### config.mk
export PLATFORM = sky130hd
export DESIGN_NAME = regfile_access_ctrl
export DESIGN_NICKNAME = d
export VERILOG_FILES = /design/src/rtl/regfile_pkg.sv /design/src/rtl/rf_strobe_timer.sv /design/src/rtl/regfile_access_ctrl.sv
export SDC_FILE = /design/constraint.sdc
export NUM_CORES = 1
export LEC_CHECK = 0
export CELL_PAD_IN_SITES_DETAIL_PLACEMENT = 2
export CELL_PAD_IN_SITES_GLOBAL_PLACEMENT = 2
export CORE_MARGIN = 2
export CORE_UTILIZATION = 30
export DETAILED_ROUTE_END_ITERATION = 10
export PLACE_DENSITY = 0.93
export SLEW_MARGIN = 20
export SYNTH_ARGS = -nofsm -noshare
export SYNTH_HDL_FRONTEND = slang
export SYNTH_SLANG_ARGS = --single-unit
### constraint.sdc
create_clock -name clk -period 2.8 [get_ports clk]
set_clock_uncertainty 0.15 [all_clocks]
set_input_delay 0.56 -clock clk [delete_from_list [all_inputs] [get_ports clk]]
set_output_delay 0.56 -clock clk [all_outputs]
set_load 0.1 [all_outputs]
### src/rtl/regfile_pkg.sv
// Shared widths, command op codes and controller state encodings for the
// register-file access controller.
package regfile_pkg;

   localparam int DATA_W_DEF = 16;
   localparam int IDX_W_DEF  = 2;

   typedef enum logic [1:0] {
      OP_CLEAR = 2'b00,
      OP_READ1 = 2'b01,
      OP_READ2 = 2'b10,
      OP_WRITE = 2'b11
   } op_e;

   typedef enum logic [2:0] {
      ST_IDLE   = 3'd0,
      ST_SETUP  = 3'd1,
      ST_STROBE = 3'd2,
      ST_FINISH = 3'd3,
      ST_RESP   = 3'd4
   } state_e;

endpackage

### src/rtl/rf_strobe_timer.sv
// Loadable down-counter that times the SETUP and STROBE phases; phase_done
// is high once the loaded count has run out.
module rf_strobe_timer #(
   parameter int CNT_W = 1
) (
   input  logic             clk,
   input  logic             reset,
   input  logic             i_load,
   input  logic [CNT_W-1:0] i_load_val,
   output logic             o_phase_done
);

   logic [CNT_W-1:0] r_cnt;

   always_ff @(posedge clk or negedge reset) begin
      if (!reset) begin
         r_cnt <= '0;
      end else if (i_load) begin
         r_cnt <= i_load_val;
      end else if (r_cnt != '0) begin
         r_cnt <= r_cnt - CNT_W'(1);
      end
   end

   assign o_phase_done = (r_cnt == '0);

endmodule

### src/rtl/regfile_access_ctrl.sv
// Sequences one-shot commands into setup/strobe/hold accesses on a 4x16
// register file and returns read operands over a valid/ready response.
module regfile_access_ctrl
   import regfile_pkg::*;
#(
   parameter int DATA_W     = DATA_W_DEF,
   parameter int IDX_W      = IDX_W_DEF,
   parameter int SETUP_CYC  = 1,
   parameter int STROBE_CYC = 1
) (
   input  logic              clk,
   input  logic              reset,
   input  logic              cmd_valid,
   output logic              cmd_ready,
   input  logic [1:0]        cmd_op,
   input  logic [IDX_W-1:0]  cmd_ra,
   input  logic [IDX_W-1:0]  cmd_rb,
   input  logic [IDX_W-1:0]  cmd_rd,
   input  logic [DATA_W-1:0] cmd_wdata,
   output logic              rsp_valid,
   input  logic              rsp_ready,
   output logic [DATA_W-1:0] rsp_a,
   output logic [DATA_W-1:0] rsp_b,
   output logic [IDX_W-1:0]  rf_index,
   output logic [DATA_W-1:0] rf_data_in,
   input  logic [DATA_W-1:0] rf_data_out,
   output logic              rf_rEn,
   output logic              rf_wEn,
   output logic              rf_clear
);

   localparam int MAX_CYC = (SETUP_CYC > STROBE_CYC) ? SETUP_CYC : STROBE_CYC;
   localparam int CNT_W   = (MAX_CYC < 2) ? 1 : $clog2(MAX_CYC);
   localparam logic [CNT_W-1:0] SETUP_LD  = CNT_W'(SETUP_CYC - 1);
   localparam logic [CNT_W-1:0] STROBE_LD = CNT_W'(STROBE_CYC - 1);

   state_e            r_state, w_state_nxt;
   op_e               r_op;
   logic [IDX_W-1:0]  r_rb;
   logic              r_second;
   logic              w_accept, w_read_op, w_again;
   logic              w_phase_done, w_tmr_load;
   logic [CNT_W-1:0]  w_tmr_val;
   logic              w_cmd_ready_nxt, w_rsp_valid_nxt;
   logic              w_ren_nxt, w_wen_nxt, w_clr_nxt;
   logic [IDX_W-1:0]  w_index_nxt;
   logic [DATA_W-1:0] w_din_nxt, w_a_nxt, w_b_nxt;

   assign w_accept  = (r_state == ST_IDLE) && cmd_valid;
   assign w_read_op = (r_op == OP_READ1) || (r_op == OP_READ2);
   assign w_again   = (r_op == OP_READ2) && !r_second;

   rf_strobe_timer #(.CNT_W(CNT_W)) u_timer (
      .clk          (clk),
      .reset        (reset),
      .i_load       (w_tmr_load),
      .i_load_val   (w_tmr_val),
      .o_phase_done (w_phase_done)
   );

   always_ff @(posedge clk or negedge reset) begin
      if (!reset) r_state <= ST_IDLE;
      else        r_state <= w_state_nxt;
   end

   always_comb begin
      w_state_nxt = r_state;
      case (r_state)
         ST_IDLE:   if (cmd_valid) w_state_nxt = ST_SETUP;
         ST_SETUP:  if (w_phase_done) w_state_nxt = ST_STROBE;
         ST_STROBE: if (w_phase_done) w_state_nxt = ST_FINISH;
         ST_FINISH: w_state_nxt = w_again ? ST_SETUP : ST_RESP;
         ST_RESP:   if (rsp_ready) w_state_nxt = ST_IDLE;
         default:   w_state_nxt = ST_IDLE;
      endcase
   end

   // Next values for the registered outputs; strobes follow the state being entered.
   always_comb begin
      w_cmd_ready_nxt = (w_state_nxt == ST_IDLE);
      w_rsp_valid_nxt = (w_state_nxt == ST_RESP);
      w_ren_nxt       = (w_state_nxt == ST_STROBE) && w_read_op;
      w_wen_nxt       = (w_state_nxt == ST_STROBE) && (r_op == OP_WRITE);
      w_clr_nxt       = (w_state_nxt == ST_STROBE) && (r_op == OP_CLEAR);
      w_index_nxt     = rf_index;
      w_din_nxt       = rf_data_in;
      w_a_nxt         = rsp_a;
      w_b_nxt         = rsp_b;
      w_tmr_load      = 1'b0;
      w_tmr_val       = SETUP_LD;
      if (w_accept) begin
         w_a_nxt    = '0;
         w_b_nxt    = '0;
         w_tmr_load = 1'b1;
         case (op_e'(cmd_op))
            OP_WRITE: begin
               w_index_nxt = cmd_rd;
               w_din_nxt   = cmd_wdata;
            end
            OP_READ1, OP_READ2: w_index_nxt = cmd_ra;
            default: ;
         endcase
      end
      if (r_state == ST_SETUP && w_phase_done) begin
         w_tmr_load = 1'b1;
         w_tmr_val  = STROBE_LD;
      end
      if (r_state == ST_FINISH) begin
         if (w_read_op && r_second) w_b_nxt = rf_data_out;
         if (w_read_op && !r_second) w_a_nxt = rf_data_out;
         if (w_again) begin
            w_index_nxt = r_rb;
            w_tmr_load  = 1'b1;
         end
      end
   end

   always_ff @(posedge clk or negedge reset) begin
      if (!reset) begin
         r_op     <= OP_CLEAR;
         r_rb     <= '0;
         r_second <= 1'b0;
      end else if (w_accept) begin
         r_op     <= op_e'(cmd_op);
         r_rb     <= cmd_rb;
         r_second <= 1'b0;
      end else if (r_state == ST_FINISH && w_again) begin
         r_second <= 1'b1;
      end
   end

   always_ff @(posedge clk or negedge reset) begin
      if (!reset) begin
         cmd_ready  <= 1'b1;
         rsp_valid  <= 1'b0;
         rf_rEn     <= 1'b0;
         rf_wEn     <= 1'b0;
         rf_clear   <= 1'b0;
         rf_index   <= '0;
         rf_data_in <= '0;
         rsp_a      <= '0;
         rsp_b      <= '0;
      end else begin
         cmd_ready  <= w_cmd_ready_nxt;
         rsp_valid  <= w_rsp_valid_nxt;
         rf_rEn     <= w_ren_nxt;
         rf_wEn     <= w_wen_nxt;
         rf_clear   <= w_clr_nxt;
         rf_index   <= w_index_nxt;
         rf_data_in <= w_din_nxt;
         rsp_a      <= w_a_nxt;
         rsp_b      <= w_b_nxt;
      end
   end

endmodule
==> results.md, run 1 <==
- CTS Root Cell: clkbuf_8
- Dpl hpwl: 5470 µm
- Family with the most delay on the worst path: buffers and inverters
- Pre-antenna DRT Iters: 4
- Final RePlAce weighted congestion: 0.782
- CTS Buf Count: 9
- Startpoint Class: primary input
- CTS Hold Bufs: 0
- Top cell type's share of synthesized area: 0.568
- Fin Setup TNS: 0 ps
- Clk pin slew, worst setup/hold paths: 80 ps
- DRC Markers: 0
- Max Cap Viol: 0
- Vias per cell: 4.68
- H-tree Lvls: 3
- Core area: 0.00876 mm²
- Die X: 99.4 µm
- RSZ-0062 raised after global routing: no
- Largest fanout on the critical path: 37
- Source of the critical timing path: cmd_valid
- 1st-iter DRT viols: 34
- Mapped Area: 0.00273 mm²
- CP endpoint kind: register
- Register area share after synthesis: 0.578
- EDFF count, synth: 0
- Cells along the critical path: clkdlybuf4s50_1 > or4b_1 > buf_4 > nor3_1 > o31ai_1
- Number of global-route vias before repair: 2,376
- Fmax: 0.475 GHz
- Multi-input gate area in the final layout: 0.00101 mm²
- Number of synthesized register bits: 63
- Vias: 2,060
- Routed WL: 7500 µm
- Worst R2R Path Depth: 3
- Synth top area cells: dfrtp_1, mux2i_1, nand2_1, mux2_4, inv_1
- GRT overflow: 0
- Antenna Cells: 0
- Placed insts: 424
- Buffer and inverter count on the worst path: 2
- Synth area leader: dfrtp_1
- Mapped Avg Cell Area: 12.1 µm²
- Worst-Margin Slew: 608 ps
- Ys Warns: 0
- FF-to-FF End: rsp_b[7]
- Layout area overhead: 40.9%
- IO Pins: 99
- Max Root-Sink Buffers: 2
- Slowest cell delay on critical path: 540 ps
- R2R setup slack: 770 ps
- Drt wl/cell: 17.0 µm
- # fillers: 925
- Tot GR Track Use: 0.162
- Final setup viols: 0
- CTS tree: done
- Synth unique cells: 31
- Cells after Synth: 225
- Post_cts resized: 0
- Setup crit end: rf_index[1]
- Cell with the most instances after synthesis: dfrtp_1
- Crit path kind: in -> reg
- Storage cell area: 0.00158 mm²
- CP Data Arrival Time: 2170 ps
- Worst Hold Class: in -> async
- FP Rows: 34
- Post-Place Worst Slack: 340 ps
- CTS Sinks: 63
- Final Max Slew Viols: 0
- Largest net degree at the start of global routing: 40
- Nets: 376
- Die H: 99.4 µm
- Levels on crit path: 5
- CP Data Required Time: 2870 ps
- Share of layout cells above drive strength 1: 0.289
- Fin. Hold Viols: 0
- Post-synth ARST share: 1.00
- Dominant synthesized flop cell: dfrtp_1
- Relative slew margins: 0.594
- Initial core utilization: 0.312
- Setup ws final: 694 ps
- Tcrit/Tclk final: 0.752
- Die ar.: 0.00988 mm²
- Non-filler cells, final: 440
- Synth cell count leaders: dfrtp_1, nand2_1, mux2i_1
- Tmin final: 2110 ps
- Global-route wire length before repair: 12,500 µm
- R2r startpoint: r_state[1]
- Synthesized Nets: 274
- Initial antenna violation count: 0
- CP max-delay cell: clkdlybuf4s50_1
- Antenna-violating nets left: 0
- I/O Buffers: 98
- Status: complete, no violations
- Clk_lat worst skew: 330 ps
- Number of setup buffers added after CTS: 0
state kept, by name, summed over array words and instances, names as in the netlist:
name,cells
rsp_b,16
rf_clear,1
r_second,1
rf_data_in,16
rf_index,2
rf_rEn,1
r_op,2
r_state,3
r_rb,2
cmd_ready,1
rsp_a,16
rsp_valid,1
rf_wEn,1
worst reg2reg max path, delay by kind of cell (launching register included):
kind	cells	cell delay (ps)
simple gates	2	850
mux	1	360
flops	1	590
per-stage QoR:
stage | util | cell area [µm²] | hold WS (ps)
detailed placement | 0.420 | 3680 | 332
CTS | 0.439 | 3850 | 93.8
global route | 0.439 | 3850 | 104
finish | 0.439 | 3850 | 86.2
global placement | 0.420 | 3680 | 315
floorplan | - | 2730 | 114
worst min-delay path by stage:
stage                 to  slack (ps)  depth (start not counted)
2_1_floorplan    r_op[0]         110                          0
5_1_grt        rsp_b[12]         100                          1
4_1_cts        rsp_a[12]          90                          1
3_5_place_dp     r_rb[0]         330                          2
6_report        rsp_a[4]          90                          1
3_3_place_gp     r_rb[1]         320                          2
kinds of logic (layout without fill, tap and decap cells):
family | count (synthesis) | after routing | share of synthesized area
AO/OA/AOI/OAI | 13 | 13 | 0.0316
flip-flops | 63 | 63 | 0.578
buffers and inverters | 32 | 139 | 0.0545
adder cells (fa/ha/maj) | 5 | 5 | 0.0229
multiplexers | 48 | 48 | 0.197
AND/OR/NAND/NOR | 63 | 63 | 0.113
XOR/XNOR | 1 | 1 | 0.00321
per-layer routing:
metal | GRT usage | vias up | share of wire
li1 | - | 944 | -
met1 | 0.190 | 1046 | 0.40
met2 | 0.285 | 63 | 0.53
met3 | 0.0506 | 7 | 0.063
met4 | 0.0506 | 0 | 0.0091
met5 | 0 | - | 0
final cells by class:
class,instances,share of cell area
multi-input cells,130,0.262
repair buffers,102,0.229
clock inverters,6,0.00976
well taps,108,0.0351
flip-flops and latches,63,0.410
inverters,21,0.0205
clock buffers,10,0.0332
cells in the final DEF, fill, tap and decap left out:
cell / count
nand3_2: 1
inv_1: 21
nor2_1: 4
xnor2_1: 1
o31ai_1: 2
a22o_1: 2
nand2_4: 1
dfrtp_1: 62
ha_1: 5
buf_12: 1
and2_1: 1
nand3_1: 2
mux2i_1: 32
a2bb2oi_1: 1
nor2b_1: 1
nand3b_1: 1
dfstp_2: 1
o21a_1: 2
clkinvlp_4: 3
nor3_1: 4
or4b_1: 1
buf_2: 1
nor4b_4: 1
nand2_1: 41
o21ai_0: 4
mux2_4: 10
clkbuf_8: 9
mux2_2: 6
and3b_1: 1
and3_1: 3
clkbuf_1: 1
buf_4: 58
clkinv_2: 3
a21oi_1: 2
nor3b_2: 1
clkdlybuf4s50_1: 42
Power of run 1 is not shown: default switching activity piles up to over one toggle a cycle in this logic, so the estimate is an artifact.
==> run 2, diff against run 1 <==
Settings changed: CORE_UTILIZATION 30 to 25, PLACE_DENSITY 0.93 to 0.84.
Clock period 2.8 ns to 1.8 ns, I/O delays scaled along.
==> run 2 against run 1 <==
Worst setup slack worse by 690 ps. Register-to-register slack worse by 740 ps. Flip-flop and latch count unchanged. Wire length up 8.1%. Clock-buffer cell count unchanged. Worst hold slack better by 270 ps. Die area up 19%. Critical path depth unchanged.
==> results.md, run 2 (synthesized netlist as in run 1, its figures left out) <==
- Biggest regs: rf_data_in: 16 flops, rsp_a: 16 flops, rsp_b: 16 flops
- Most frequent cells in the layout: dfrtp_1, buf_12, clkdlybuf4s50_1, nand2_1, mux2i_1
- Antenna Cells: 0
- Die ar.: 0.0118 mm²
- Largest net degree at the start of global routing: 64
- 1st-iter DRT viols: 26
- Fin. Hold Viols: 0
- Startpoint Class: primary input
- IO Pins: 99
- Multi-input gate area in the final layout: 0.00104 mm²
- Initial core utilization: 0.254
- Initial antenna violation count: 0
- Levels on crit path: 5
- CP endpoint kind: register
- Hold depth: 2
- Cells along the critical path: clkdlybuf4s50_1 > or4b_4 > buf_4 > nor3_1 > o31ai_2
- CTS Sinks: 63
- GRT overflow: 0
- Max Root-Sink Buffers: 2
- Die H: 109 µm
- Clk_lat worst skew: 320 ps
- Fin Setup TNS: 0 ps
- CP Data Required Time: 1850 ps
- Tot GR Track Use: 0.150
- Nets: 387
- Number of setup buffers added after CTS: 0
- Tmin final: 1800 ps
- Worst R2R Path Depth: 4
- Fmax: 0.556 GHz
- Vias: 2,074
- CTS Root Cell: clkbuf_8
- Global-route wire length before repair: 13,300 µm
- H-tree Lvls: 3
- Buffer and inverter count on the worst path: 2
- Largest fanout on the critical path: 3
- Crit path kind: in -> reg
- Slowest cell delay on critical path: 510 ps
- FP Rows: 38
- Dpl hpwl: 5920 µm
- I/O Buffers: 98
- Layout area overhead: 74.5%
- Worst Hold Class: reg -> reg
- Share of layout cells above drive strength 1: 0.332
- DRC Markers: 0
- Clk pin slew, worst setup/hold paths: 70 ps
- CP Data Arrival Time: 1850 ps
- Worst-Margin Slew: 357 ps
- Tcrit/Tclk final: 0.998
- Number of global-route vias before repair: 2,469
- Routed WL: 8110 µm
- Setup ws final: 2.75 ps
- Final setup viols: 0
- Die X: 109 µm
- Non-filler cells, final: 483
- Status: complete, no violations
- Post-Place Worst Slack: -348 ps
- Relative slew margins: 0.762
- Vias per cell: 4.29
- Core area: 0.0107 mm²
- Most common cell after layout, fill and taps aside: dfrtp_1
- Max Cap Viol: 0
- Family with the most delay on the worst path: simple AND/OR/NAND/NOR gates
- RSZ-0062 raised after global routing: yes
- # fillers: 1,107
- Storage cell area: 0.00158 mm²
- CP max-delay cell: clkdlybuf4s50_1
- CTS tree: done
- CTS Buf Count: 9
- Placed insts: 466
- Final RePlAce weighted congestion: 0.695
- Pre-antenna DRT Iters: 3
- Antenna-violating nets left: 0
- Final Max Slew Viols: 0
- Drt wl/cell: 16.8 µm
[run 2: worst reg2reg max path, cell delays in order, from the launching register on]
cell and delay [ps]:
dfrtp_2 450, or4b_4 560, buf_4 170, nor3_1 220
o31ai_2 100
[run 2: final timing paths]
path | slack [ps] | endpoint | startpoint
min | 360 | r_rb[1] | r_rb[1]
max reg2reg | 30 | rf_index[1] | r_state[0]
max | 3 | rf_index[1] | cmd_valid
min in group asynchronous | 410 | rf_data_in[6] | reset
min reg2reg | 360 | r_rb[1] | r_rb[1]
max in group asynchronous | 740 | cmd_ready | reset
[run 2: cell type report]
type                       instances  share of cell area
clock inverter                     6              0.0126
multi-input combinational        130               0.219
clock buffer                      10              0.0289
inverter                          21              0.0165
sequential                        63               0.332
tap                              140              0.0368
timing repair buffer             113               0.355
[run 2: what timing repair did]
item | in CTS | in global routing
endpoints found under the hold margin | 62 | 0
cloned | 0 | 0
hold buffers | 1 | 0
pin swaps | 0 | 2
setup endpoints to repair | 11 | 22
gates resized for setup | 2 | 10
[run 2: stage by stage]
stage          area [µm²]  hold slack [ps]  utilization
6_report             4770              360        0.444
5_1_grt              4770              372        0.444
4_1_cts              4720              356        0.440
3_5_place_dp         4510              260        0.420
3_3_place_gp         4510              247        0.420
2_1_floorplan        2730            -85.6            -
[run 2: metal layers]
layer / vias up / GRT usage / share of wire
li1: 966 / - / -
met3: 5 / 0.0319 / 0.039
met2: 47 / 0.279 / 0.57
met1: 1056 / 0.173 / 0.39
met4: 0 / 0.0412 / 0.0057
met5: - / 0 / 0
Power of run 2 is left out for the same reason.
==> run 3, diff against run 2 <==
Settings changed: CORE_ASPECT_RATIO set to 1.25, PLACE_DENSITY 0.84 to 0.83, SYNTH_HIERARCHICAL set to 1.
==> run 3 against run 2 <==
Critical path type is now reg -> reg. Fmax decreased by 0.93%. Synthesized cell count increased by 4.4%. Flip-flop and latch count rose by 1. The flow now finishes with violations (negative setup slack).
==> results.md, run 3 <==
- Tot GR Track Use: 0.147
- RSZ-0062 raised after global routing: yes
- I/O Buffers: 98
- Setup crit end: rf_data_in[10]
- Overall power: 10.3 mW
- Final setup viols: 4
- Synth top area cells: dfrtp_1, mux2i_1, nand2_1, mux2_4, inv_1
- IO Pins: 99
- Pre-antenna DRT Iters: 3
- Initial antenna violation count: 0
- Hold depth: 2
- Setup ws final: -14.1 ps
- Worst Hold Class: reg -> reg
- P per Cell Area: 2060 mW/mm²
- DRC Markers: 0
- Vias: 2,204
- Cells after Synth: 235
- Mapped Area: 0.00282 mm²
- Max Cap Viol: 0
- FP Rows: 43
- R2r startpoint: r_state[2]
- Mapped Avg Cell Area: 12.0 µm²
- Antenna-violating nets left: 0
- CP endpoint kind: register
- CTS Root Cell: clkbuf_16
- Failing checks: negative setup slack
- Worst R2R Path Depth: 6
- Clk pin slew, worst setup/hold paths: 60 ps
- Global-route wire length before repair: 13,600 µm
- EDFF count, synth: 0
- Die X: 99.1 µm
- Number of global-route vias before repair: 2,590
- Most frequent cells in the layout: dfrtp_1, buf_12, clkdlybuf4s50_1, nand2_1, mux2i_1
- Register area share after synthesis: 0.568
- Synth area leader: dfrtp_1
- Most common cell after layout, fill and taps aside: dfrtp_1
- Non-filler cells, final: 493
- Dominant synthesized flop cell: dfrtp_1
- Routed WL: 8590 µm
- Final Max Slew Viols: 0
- Tmin final: 1810 ps
- Ys Warns: 6
- Antenna Cells: 0
- Placed insts: 470
- Share of layout cells above drive strength 1: 0.338
- Dpl hpwl: 6260 µm
- 1st-iter DRT viols: 44
- CP Data Required Time: 1860 ps
- R2R setup slack: -10 ps
- Cell with the most instances after synthesis: dfrtp_1
- CTS Sinks: 64
- Status: complete, but fails checks
- Synthesized Nets: 284
- Biggest regs: rf_data_in: 16 flops, rsp_a: 16 flops, rsp_b: 16 flops
- Die ar.: 0.0122 mm²
- Largest net degree at the start of global routing: 65
- Core area: 0.0111 mm²
- Leakage power: 2.39 nW
- Fin. Hold Viols: 0
- Synth unique cells: 35
- Top cell type's share of synthesized area: 0.558
- Layout area overhead: 77.0%
- Die H: 123 µm
- Post-synth ARST share: 1.00
- End-of-flow core utilization: 0.451
- H-tree Lvls: 3
- Drt wl/cell: 17.4 µm
- Largest fanout on the critical path: 16
- Nets: 402
- Vias per cell: 4.47
- CTS tree: done
- GRT overflow: 0
- Crit path kind: reg -> reg
- Synth cell count leaders: dfrtp_1, nand2_1, mux2i_1
- Max Root-Sink Buffers: 2
- Tcrit/Tclk final: 1.01
- Peak supply drop: 1110 µV
- Startpoint Class: register
- CP Data Arrival Time: 1870 ps
- FF-to-FF End: rf_data_in[10]
- Clk_lat worst skew: 330 ps
- Source of the critical timing path: r_state[2]
- Initial core utilization: 0.255
- Number of synthesized register bits: 64
- CTS Buf Count: 9
- Final RePlAce weighted congestion: 0.684
- Fmax: 0.551 GHz
run 3: cell count changes after synthesis, moves of 2 or more:
cell	delta
clkbuf_1	+2
buf_2	-5
nand2b_1	+2
and3_1	-3
a21oi_1	+2
nor2_1	-4
buf_1	+2
and2_1	+4
nor2b_1	+2
a211oi_1	+2
run 3: metrics by stage:
stage / area [µm²] / TNS, ps / worst slack (ps) / hold slack, ps
6_report: 5000 / -22.7 / -14.1 / 335
5_1_grt: 5000 / -1780 / -102 / 354
3_5_place_dp: 4560 / -15200 / -353 / 259
2_1_floorplan: 2820 / 0 / 38.4 / -85.6
4_1_cts: 4920 / 0 / 4.36 / 333
3_3_place_gp: 4560 / -13240 / -320 / 256
run 3: cells by family (layout without fill, tap and decap cells):
logic type | after synthesis | count (layout) | synth area share
AND/OR/NAND/NOR | 67 | 67 | 0.125
flip-flops | 64 | 64 | 0.568
AO/OA/AOI/OAI | 17 | 17 | 0.0394
other | 1 | 1 | 0.00133
multiplexers | 48 | 48 | 0.191
adder cells (fa/ha/maj) | 5 | 5 | 0.0222
buffers and inverters | 33 | 156 | 0.0545
run 3: how the worst min path moves through the flow:
stage | endpoint | from | slack (ps)
finish | r_rb[1] | r_rb[1] | 340
global placement | rsp_b[3] | reset | 260
detailed placement | rsp_b[3] | reset | 260
CTS | r_rb[1] | r_rb[1] | 330
floorplan | r_op[0] | reset | -90
global route | r_rb[1] | r_rb[1] | 350
run 3: worst max-delay path: stages, from the launching register on:
cell     delay [ps]
dfrtp_1         390
buf_6           130
buf_4           130
nor4b_4         310
nand2_4          90
buf_12          170
mux2_4          310
run 3: where the power goes:
group,switching (mW),internal (mW),leakage [nW],total (mW)
clock,0.619,1.04,0.145,1.66
sequential,0.531,1.93,0.834,2.46
combinational,3.82,2.36,1.41,6.18
total,4.97,5.33,2.39,10.3
run 3: what timing repair did:
| action | 4_1_cts | 5_1_grt |
|---|---|---|
| hold endpoints to repair | 63 | 0 |
| setup endpoints to repair | 28 | 38 |
| cloned | 1 | 0 |
| pin swaps | 2 | 2 |
| hold buffers | 1 | 0 |
| setup buffers | 1 | 4 |
| resized for setup | 6 | 12 |
run 3: layer usage:
| metal | track usage | vias to the layer above | share of wire |
|---|---|---|---|
| li1 | - | 1012 | - |
| met1 | 0.157 | 1127 | 0.38 |
| met2 | 0.281 | 53 | 0.57 |
| met3 | 0.0268 | 12 | 0.034 |
| met4 | 0.0616 | 0 | 0.015 |
| met5 | 0 | - | 0 |
run 3: cell type report:
cell class                      instances  area [µm²]
Sequential cell                        64        1600
Clock buffer                           13         270
Clock inverter                          3        15.0
Timing Repair Buffer                  118        1730
Fill cell                            1110        6080
Tap cell                              135         169
Inverter                               22        82.6
Multi-Input combinational cell        138        1130
Power figures use the tool's default switching activity.
